### src/rtl/jpeg_pkg.sv
// Shared constants and FSM encoding for the JPEG bit packer.
// JPEG_BYTE_STUFF_EN adds the StStuff state (0x00 after every emitted 0xFF).
package jpeg_pkg;

   localparam int unsigned MAX_LEN    = 20;
   localparam int unsigned BUF_W      = 32;
   localparam logic [7:0]  STUFF_BYTE = 8'h00;
   localparam logic        PAD_BIT    = 1'b1;

   typedef enum logic [2:0] {
      StRun,
`ifdef JPEG_BYTE_STUFF_EN
      StStuff,
`endif
      StPad,
      StDrain,
      StDone
   } state_e;

endpackage

### src/rtl/jpeg_bit_packer_if.sv
// Codeword-in / byte-out handshake bundle of the JPEG bit packer.
interface jpeg_bit_packer_if;
   import jpeg_pkg::*;

   logic               in_valid;
   logic               in_ready;
   logic [4:0]         in_len;
   logic [MAX_LEN-1:0] in_code;
   logic               in_flush;
   logic               out_valid;
   logic               out_ready;
   logic [7:0]         out_byte;
   logic               done;

   modport master (
      output in_valid, in_len, in_code, in_flush, out_ready,
      input  in_ready, out_valid, out_byte, done
   );

   modport slave (
      input  in_valid, in_len, in_code, in_flush, out_ready,
      output in_ready, out_valid, out_byte, done
   );

endinterface

### src/rtl/bit_packer_out_reg.sv
// One-entry output byte register with valid/ready handshake.
// With JPEG_BYTE_STUFF_EN a loaded 0xFF arms a pending 0x00 that is sent next.
module bit_packer_out_reg
   import jpeg_pkg::*;
(
   input  logic       clk,
   input  logic       rst,
   input  logic       load,
   input  logic [7:0] load_byte,
   input  logic       out_ready,
   output logic       out_valid,
   output logic [7:0] out_byte,
   output logic       stuff_pending,
   output logic       free
);

   logic       valid_q;
   logic [7:0] byte_q;

   assign free      = !valid_q || out_ready;
   assign out_valid = valid_q;
   assign out_byte  = byte_q;

`ifdef JPEG_BYTE_STUFF_EN
   logic stuff_q;

   assign stuff_pending = stuff_q;

   always_ff @(posedge clk or posedge rst) begin
      if (rst) begin
         valid_q <= 1'b0;
         byte_q  <= 8'h00;
         stuff_q <= 1'b0;
      end else if (free) begin
         if (stuff_q) begin
            valid_q <= 1'b1;
            byte_q  <= STUFF_BYTE;
            stuff_q <= 1'b0;
         end else if (load) begin
            valid_q <= 1'b1;
            byte_q  <= load_byte;
            stuff_q <= (load_byte == 8'hFF);
         end else begin
            valid_q <= 1'b0;
         end
      end
   end
`else
   assign stuff_pending = 1'b0;

   always_ff @(posedge clk or posedge rst) begin
      if (rst) begin
         valid_q <= 1'b0;
         byte_q  <= 8'h00;
      end else if (free) begin
         valid_q <= load;
         if (load) begin
            byte_q <= load_byte;
         end
      end
   end
`endif

endmodule

### src/rtl/jpeg_bit_packer.sv
// Packs right-aligned variable-length codewords MSB-first into bytes, pads on flush.
// JPEG_BYTE_STUFF_EN enables 0xFF -> 0xFF 0x00 stuffing.
module jpeg_bit_packer
   import jpeg_pkg::*;
(
   input logic              clk,
   input logic              rst,
   jpeg_bit_packer_if.slave bus
);

   state_e             state_q;
   logic [BUF_W-1:0]   acc_q;
   logic [BUF_W-1:0]   acc_pop;
   logic [BUF_W-1:0]   code_word;
   logic [5:0]         fill_q;
   logic [5:0]         fill_pop;
   logic [5:0]         shift;
   logic [MAX_LEN-1:0] code_mask;
   logic               done_q;
   logic               in_run;
   logic               accepting;
   logic               pop;
   logic               out_free;
   logic               stuff_pending;

`ifdef JPEG_BYTE_STUFF_EN
   assign in_run = (state_q == StRun) || (state_q == StStuff);
`else
   assign in_run = (state_q == StRun);
`endif

   // Readiness ignores in_len so the upstream encoder never needs to look ahead.
   assign bus.in_ready = in_run && (fill_q <= 6'(BUF_W - MAX_LEN));
   assign accepting    = bus.in_valid && bus.in_ready;
   assign pop          = (fill_q >= 6'd8) && out_free && !stuff_pending;
   assign bus.done     = done_q;

   always_comb begin
      acc_pop   = pop ? (acc_q << 8) : acc_q;
      fill_pop  = pop ? (fill_q - 6'd8) : fill_q;
      code_mask = (MAX_LEN'(1) << bus.in_len) - MAX_LEN'(1);
      shift     = 6'(BUF_W) - fill_pop - {1'b0, bus.in_len};
      code_word = {{(BUF_W - MAX_LEN){1'b0}}, bus.in_code & code_mask} << shift;
   end

   bit_packer_out_reg u_out_reg (
      .clk           (clk),
      .rst           (rst),
      .load          (pop),
      .load_byte     (acc_q[BUF_W-1 -: 8]),
      .out_ready     (bus.out_ready),
      .out_valid     (bus.out_valid),
      .out_byte      (bus.out_byte),
      .stuff_pending (stuff_pending),
      .free          (out_free)
   );

   always_ff @(posedge clk or posedge rst) begin
      if (rst) begin
         state_q <= StRun;
         acc_q   <= '0;
         fill_q  <= '0;
         done_q  <= 1'b0;
      end else begin
         done_q <= 1'b0;
         acc_q  <= accepting ? (acc_pop | code_word) : acc_pop;
         fill_q <= accepting ? (fill_pop + {1'b0, bus.in_len}) : fill_pop;
         unique case (state_q)
            StRun: begin
               if (accepting && bus.in_flush) begin
                  state_q <= StDrain;
`ifdef JPEG_BYTE_STUFF_EN
               end else if (pop && (acc_q[BUF_W-1 -: 8] == 8'hFF)) begin
                  state_q <= StStuff;
`endif
               end
            end
`ifdef JPEG_BYTE_STUFF_EN
            StStuff: begin
               if (accepting && bus.in_flush) begin
                  state_q <= StDrain;
               end else if (out_free) begin
                  state_q <= StRun;
               end
            end
`endif
            StDrain: begin
               // Whole bytes pop via the defaults; finish once the output side is idle.
               if (fill_q < 6'd8) begin
                  if (fill_q != '0) begin
                     state_q <= StPad;
                  end else if (out_free && !stuff_pending) begin
                     state_q <= StDone;
                     done_q  <= 1'b1;
                  end
               end
            end
            StPad: begin
               acc_q[BUF_W-1 -: 8] <= acc_q[BUF_W-1 -: 8] | ({8{PAD_BIT}} >> fill_q[2:0]);
               fill_q              <= 6'd8;
               state_q             <= StDrain;
            end
            StDone: begin
               acc_q   <= '0;
               fill_q  <= '0;
               state_q <= StRun;
            end
            default: state_q <= StRun;
         endcase
      end
   end

   assert property (@(posedge clk) disable iff (rst)
                    bus.in_valid |-> (bus.in_len <= 5'(MAX_LEN)));

endmodule

### src/flat_wrapper.sv
// flat-port wrapper written by rule: the top's interface ports become plain ports
module jpeg_bit_packer_flat import jpeg_pkg::*;
  (clk, rst, bus_in_valid, bus_in_len, bus_in_code, bus_in_flush, bus_out_ready, bus_in_ready, bus_out_valid, bus_out_byte, bus_done);
  jpeg_bit_packer_if bus_i ();
  input logic clk;
  input logic rst;
  input wire logic [$bits(bus_i.in_valid)-1:0] bus_in_valid;
  input wire logic [$bits(bus_i.in_len)-1:0] bus_in_len;
  input wire logic [$bits(bus_i.in_code)-1:0] bus_in_code;
  input wire logic [$bits(bus_i.in_flush)-1:0] bus_in_flush;
  input wire logic [$bits(bus_i.out_ready)-1:0] bus_out_ready;
  output wire logic [$bits(bus_i.in_ready)-1:0] bus_in_ready;
  output wire logic [$bits(bus_i.out_valid)-1:0] bus_out_valid;
  output wire logic [$bits(bus_i.out_byte)-1:0] bus_out_byte;
  output wire logic [$bits(bus_i.done)-1:0] bus_done;
  assign bus_i.in_valid = bus_in_valid;
  assign bus_i.in_len = bus_in_len;
  assign bus_i.in_code = bus_in_code;
  assign bus_i.in_flush = bus_in_flush;
  assign bus_i.out_ready = bus_out_ready;
  assign bus_in_ready = bus_i.in_ready;
  assign bus_out_valid = bus_i.out_valid;
  assign bus_out_byte = bus_i.out_byte;
  assign bus_done = bus_i.done;
  jpeg_bit_packer u_core (.clk(clk), .rst(rst), .bus(bus_i));
endmodule
### config.mk
export PLATFORM = sky130hd
export DESIGN_NAME = jpeg_bit_packer_flat
export DESIGN_NICKNAME = d
export VERILOG_FILES = /design/src/rtl/jpeg_pkg.sv /design/src/rtl/jpeg_bit_packer_if.sv /design/src/rtl/bit_packer_out_reg.sv /design/src/rtl/jpeg_bit_packer.sv /design/src/flat_wrapper.sv
export SDC_FILE = /design/constraint.sdc
export NUM_CORES = 1
export LEC_CHECK = 0
export BUFFER_PORTS_ARGS = -buffer_cell sky130_fd_sc_hd__buf_2
export CELL_PAD_IN_SITES_DETAIL_PLACEMENT = 1
export CELL_PAD_IN_SITES_GLOBAL_PLACEMENT = 2
export CORE_MARGIN = 2
export CORE_UTILIZATION = 30
export DETAILED_ROUTE_END_ITERATION = 10
export PLACE_DENSITY = 0.67
export SETUP_SLACK_MARGIN = 0.02
export SLEW_MARGIN = 15
export SYNTH_ARGS = -nofsm -noshare
export SYNTH_HDL_FRONTEND = slang
export SYNTH_SLANG_ARGS = --single-unit
### constraint.sdc
create_clock -name clk -period 10.75 [get_ports clk]
set_input_delay 1.6125 -clock clk [delete_from_list [all_inputs] [get_ports clk]]
set_output_delay 1.6125 -clock clk [all_outputs]
set_load 0.005 [all_outputs]
Word-level counts from Yosys, hierarchy flattened
Index checks and enable logic that the tools add are counted.

operators by class
  shift operators = 3
  add/subtract/negate cells = 5
  reduce and logical (&&, ||, !) cells = 10
  multiplexer cells = 16
  equal/unequal tests = 6
  bitwise gates (word level) = 3
  order comparisons = 3

operator list
  kind                                                        count
  2-to-1 mux 32 bit                                           2
  OR 32 bit                                                   1
  left shift 20 x 6 -> 32 bit                                 1
  2-to-1 mux 24 bit                                           1
  bitwise AND 20 bit                                          1
  left shift 1 x 5 -> 20 bit, first input constant            1
  subtractor 20 x 2 -> 20 bit, second input constant          1
  case mux 8 bit (2 select lines)                             1
  2-to-1 mux 3 bit                                            4
  2-to-1 mux 6 bit                                            2
  case mux 6 bit (2 select lines)                             1
  case mux 3 bit (3 select lines)                             1
  OR 8 bit                                                    1
  >> shifter 8 x 3 -> 8 bit, first input constant             1
  adder 6 x 5 -> 6 bit                                        1
  == test 3 x 2 -> 1 bit, second input constant               2
  >= comparator 6 x 4 -> 1 bit, second input constant         1
  <= comparator 6 x 4 -> 1 bit, second input constant         1
  less-than comparator 6 x 4 -> 1 bit, second input constant  1
  nonzero test 6 bit                                          1
  subtractor 6 x 4 -> 6 bit, second input constant            1
  subtractor 6 x 5 -> 6 bit                                   1
  subtractor 6 bit, first input constant                      1
  logical AND 1 bit                                           4
  10 further kinds                                            13

storage, ports and cells
  input port bits = 30
  register bits = 51
  logic and storage cells = 52
  output and inout port bits = 11

Depth between registers and ports, before layout
  word-level depth = 10
  depth in mapped cells = 14
  depth with buffers taken out = 13

Cells and area by module
From an unflattened synthesis, not the netlist that was laid out.

second synthesis, totals
  cell total of the unflattened synthesis = 592
  area, all modules = 4807.1 um^2

modules (own cells, without submodules)
  module              times used  seq. area each (um^2)  cells an instance  area an instance (um^2)
  jpeg_bit_packer     1           1026.0                 569                4406.7
  bit_packer_out_reg  1           225.2                  23                 400.4

Least setup slack after synthesis
No wires, ideal clock.

  kind = input to register
  from = input port bus_in_len[2]
  to = register u_core.acc_q[25]
  cell stages on the path = 11
  arrival = 4.449 ns
  setup slack = 6.154 ns
  required time = 10.603 ns
  buffers on the path = 2
  setup time = 0.147 ns
  cells stage by stage = clkbuf_1 -> inv_1 -> ha_1 -> fa_1 -> a21o_1 -> a21oi_1 -> xnor2_1 -> mux2i_1 -> nand2b_1 -> buf_1 -> o221ai_1

on the way
  word-level cells in the longest chain between the ends = 7
  elaborated cells between the ends (all ways) = 8
  those cells by class = 2 x add/sub; 2 x shift; 2 x mux; 2 x bitwise

ends and longest elaborated chain
  element                            line                   RTL
  from (decl)                        flat_wrapper.sv:8      input wire logic [$bits(bus_i.in_len)-1:0] bus_in_len;
  left shift 1 x 5 -> 20 bit         jpeg_bit_packer.sv:41  code_mask = (MAX_LEN'(1) << bus.in_len) - MAX_LEN'(1);
  subtractor 20 x 2 -> 20 bit        jpeg_bit_packer.sv:41
  bitwise AND 20 bit                 jpeg_bit_packer.sv:43  code_word = {{(BUF_W - MAX_LEN){1'b0}}, bus.in_code & code_mask} << shift;
  left shift 20 x 6 -> 32 bit *      jpeg_bit_packer.sv:43
  OR 32 bit *                        jpeg_bit_packer.sv:66  acc_q <= accepting ? (acc_pop | code_word) : acc_pop;
  2-to-1 mux 32 bit *                jpeg_bit_packer.sv:66
  case mux 8 bit (2 select lines) *  jpeg_bit_packer.sv:68  unique case (state_q)
  to (signal assigned)               jpeg_bit_packer.sv:66
  to (signal, indexed assignment)    jpeg_bit_packer.sv:99  acc_q[BUF_W-1 -: 8] <= acc_q[BUF_W-1 -: 8] | ({8{PAD_BIT}} >> fill_q[2:0]);
  to (decl)                          jpeg_bit_packer.sv:12  logic [BUF_W-1:0] acc_q;

Mark *: on every way between the ends. The rest lies on a longest branch, timed or not.
A chain may end at the register's enable or synchronous reset.

Worst setup path in the final report
  from = input port bus_out_ready
  to = register u_core.acc_q[6]

on the way
  word-level cells in the longest chain between the ends = 9
  elaborated cells between the ends (all ways) = 10
  those cells by class = 2 x add/sub; 1 x shift; 4 x mux; 1 x bitwise; 2 x reduce/logical

ends and longest elaborated chain
  element                      line                      RTL
  from (decl)                  flat_wrapper.sv:11        input wire logic [$bits(bus_i.out_ready)-1:0] bus_out_ready;
  logical OR 1 bit *           bit_packer_out_reg.sv:20  assign free = !valid_q || out_ready;
  logical AND 1 bit *          jpeg_bit_packer.sv:35     assign pop = (fill_q >= 6'd8) && out_free && !stuff_pending;
  2-to-1 mux 6 bit             jpeg_bit_packer.sv:40     fill_pop = pop ? (fill_q - 6'd8) : fill_q;
  subtractor 6 bit             jpeg_bit_packer.sv:42     shift = 6'(BUF_W) - fill_pop - {1'b0, bus.in_len};
  subtractor 6 x 5 -> 6 bit    jpeg_bit_packer.sv:42
  left shift 20 x 6 -> 32 bit  jpeg_bit_packer.sv:43
  OR 32 bit                    jpeg_bit_packer.sv:66
  2-to-1 mux 32 bit *          jpeg_bit_packer.sv:66
  2-to-1 mux 24 bit *          jpeg_bit_packer.sv:68

Marks and branches as above.

==> results.sh <==
export IMPL_run_status="finished, final reports clean"
export IMPL_wire_per_inst_um=21.44
export IMPL_maxCapViolations=0
export IMPL_path_max_fanout=35
export IMPL_vias=4740
export IMPL_diodes=0
export IMPL_fin_tns_setup_ps=0
export IMPL_syn_inst=593
export IMPL_routed_wl_um=16890
export IMPL_fin_crit_ps=5444
export IMPL_cp_top_family="simple AND/OR/NAND/NOR gates"
export IMPL_synth_edff_count=0
export IMPL_clock_latency_ps=300
export IMPL_crit_chain="buf_2 -> nand2b_1 -> nand2_1 -> buf_4 -> nor2_1 -> a21oi_1 -> ha_1 -> ha_1 -> a21oi_1 -> xor2_1 -> nand2b_1 -> or3_1 -> a21oi_1"
export IMPL_drc_errors=0
export IMPL_worst_pin_slew_ps=1015
export IMPL_grt_overflow_total=0
export IMPL_synthTopCellsByArea="dfrtp_1, nand2_1, ha_1, nor2_1, mux2i_1"
export IMPL_layout_drive_gt1_share_pct=12.58
export IMPL_holdBufCountCts=0
export IMPL_fp_dieH_um=127.1
export IMPL_gp_congestion=0.8852
export IMPL_synth_sequential_area_ratio_pct=27.53
export IMPL_critPathSlowestCell="xor2_1"
export IMPL_finalHoldViolations=0
export IMPL_clock_skew_ps=8.538
export IMPL_ys_ff_latch=50
export IMPL_synth_most_common_cell="nand2_1"
export IMPL_cts_sinks=50
export IMPL_placementRows=44
export IMPL_ys_types=68
export IMPL_ios=41
export IMPL_max_freq_ghz=0.1837
export IMPL_coreArea_mm2=0.01464
export IMPL_rsz0062_at_grt="false"
export IMPL_ctsResizeCount=0
export IMPL_ys_warn_count=0
export IMPL_cp_end_kind="flip-flop"
export IMPL_synth_area_mm2=0.004544
export IMPL_hold_class="reg2reg"
export IMPL_nFillCells=1775
export IMPL_clockBufferDepth=2
export IMPL_yosysTopAreaCellShare_pct=27.53
export IMPL_grt_pass1_wl_um=27500
export IMPL_die_area_mm2=0.01615
export IMPL_cts_setup_buffers=0
export IMPL_avgSynthCellArea_um2=7.663
export IMPL_required_ps=10960
export IMPL_cts_buffers=5
export IMPL_ys_flop_type="dfrtp_1"
export IMPL_critical_path_buf_inv_count=2
export IMPL_critPathArrivalTime_ps=5660
export IMPL_max_slew_margin_pct=32.33
export IMPL_yosysTopAreaCell="dfrtp_1"
export IMPL_cts_root_buf="clkbuf_16"
export IMPL_grt_use_total_pct=21.57
export IMPL_worst_hold_startpoint="u_core.u_out_reg.out_byte[3]"
export IMPL_grt_max_degree=51
export IMPL_cp_startpoint="bus_out_ready"
export IMPL_portBuffers=40
export IMPL_synthArstFlopShare_pct=100.0
export IMPL_drtAntennaViolNets=0
export IMPL_drt_initial_drc_count=347
export IMPL_finalCritPeriodShare_pct=50.64
export IMPL_synth_nets=641
export IMPL_syn2layout_area_growth_pct=10.88
export IMPL_antenna_found_initial=0
export IMPL_dp_hpwl_um=12660
export IMPL_initial_core_util_pct=31.03
export IMPL_htreeDepth=2
export IMPL_first_global_vias=4838
export IMPL_die_w_um=127.1
export IMPL_critPathMaxStageDelay_ps=750
export IMPL_critPathKind="in2reg"
export IMPL_fin_nets=651
export IMPL_clk_pin_slew_worst_paths_ps=70
export IMPL_via_per_inst=6.015
export IMPL_cp_start_kind="primary input"
export IMPL_crit_top_cell="a21oi_1"
export IMPL_synth_common_cells="nand2_1, dfrtp_1, nor2_1"
export IMPL_cts_tree="done"
export IMPL_slew_violations=0
export IMPL_firstDrtPassIters=5
export IMPL_rr_startpoint="u_core.fill_q[3]"
export IMPL_setup_violations=0
[placed cells by master, fill, tap and decap left out, types with 5 or more instances in the layout]
cell	netlist	layout
and2_1	11	11
a211oi_1	12	12
o211ai_1	10	10
dfrtp_1	50	50
a21o_1	6	6
a21oi_1	27	27
mux2_2	5	5
nand2_1	100	100
nor2_1	47	46
o32ai_1	6	6
a22oi_1	6	6
o21ai_0	29	29
o221ai_1	7	7
clkbuf_16	0	5
nand2b_1	11	11
or3_1	6	6
ha_1	15	15
nor3_1	12	12
mux2i_1	16	16
buf_4	0	9
buf_2	3	40
o31ai_1	9	9
a32oi_1	6	6
a31oi_1	17	17
inv_1	22	21
o22ai_1	11	11
o311a_1	5	5
nand3_1	14	14
o21a_1	5	5
a221oi_1	6	6
[tightest hold or removal path, cell delays in order (launching register included)]
cell and delay (ps):
dfrtp_1 340, nand2_1 50, nand2_1 50
[per-layer routing]
| layer | share of wire [%] | up-vias | GRT usage, % |
|---|---|---|---|
| met5 | 0 | - | 0 |
| met1 | 47 | 2385 | 29.78 |
| met3 | 3.6 | 14 | 2.513 |
| met2 | 49 | 106 | 36.56 |
| li1 | - | 2235 | - |
| met4 | 1.2 | 0 | 4.525 |
[path summary, 6_finish.rpt]
kind                                                endpoint  slack [ps]  depth (start not counted)
worst max-delay path                         u_core.acc_q[6]        5310                         13
worst min-delay path            u_core.u_out_reg.out_byte[3]         480                          2
worst max register to register               u_core.acc_q[6]        6020                         12
worst min register to register  u_core.u_out_reg.out_byte[3]         480                          2
max in group asynchronous                   u_core.acc_q[26]        8730                          2
min in group asynchronous       u_core.u_out_reg.out_byte[2]        1480                          2
[kinds of logic (layout without fill, tap and decap cells)]
group           count (synthesis)  count (layout)  share of synthesized area, %
flops                          50              50                         27.53
buf+inv                        69              80                         5.782
compound gates                199             199                         31.47
xor+xnor                        9               9                         1.734
fa+ha+maj                      18              18                         5.452
simple gates                  226             226                         22.77
mux                            22              22                         5.259
[final cells by class]
class / instances / area (µm²) / area share, %
tap: 184 / 230.2 / 4.569
inverter: 23 / 87.58 / 1.738
clock buffer: 5 / 125.1 / 2.483
sequential: 50 / 1251 / 24.83
clock inverter: 3 / 28.78 / 0.5711
multi-input combinational: 474 / 3048 / 60.49
timing repair buffer: 49 / 267.8 / 5.314
[metrics by stage]
stage	instances	hold WS [ps]	setup WS (ps)	instance area (µm²)	util, %
after floorplan	593	431.2	6154	4544	-
after global placement	780	455.1	5200	4876	33.30
after detailed placement	780	463.8	5098	4876	33.30
after CTS	788	482.5	5400	5030	34.35
after global routing	788	497.5	4980	5039	34.41
final	788	475.2	5306	5039	34.41
[state kept, by name (all words and copies together) (netlist names)]
register,flops
u_core.acc_q,32
u_core.u_out_reg.out_byte,8
u_core.fill_q,6
u_core.state_q,2
u_core.bus.done,1
u_core.u_out_reg.out_valid,1
Power is not shown: default switching activity piles up to over one toggle a cycle in this logic, so the estimate is an artifact.
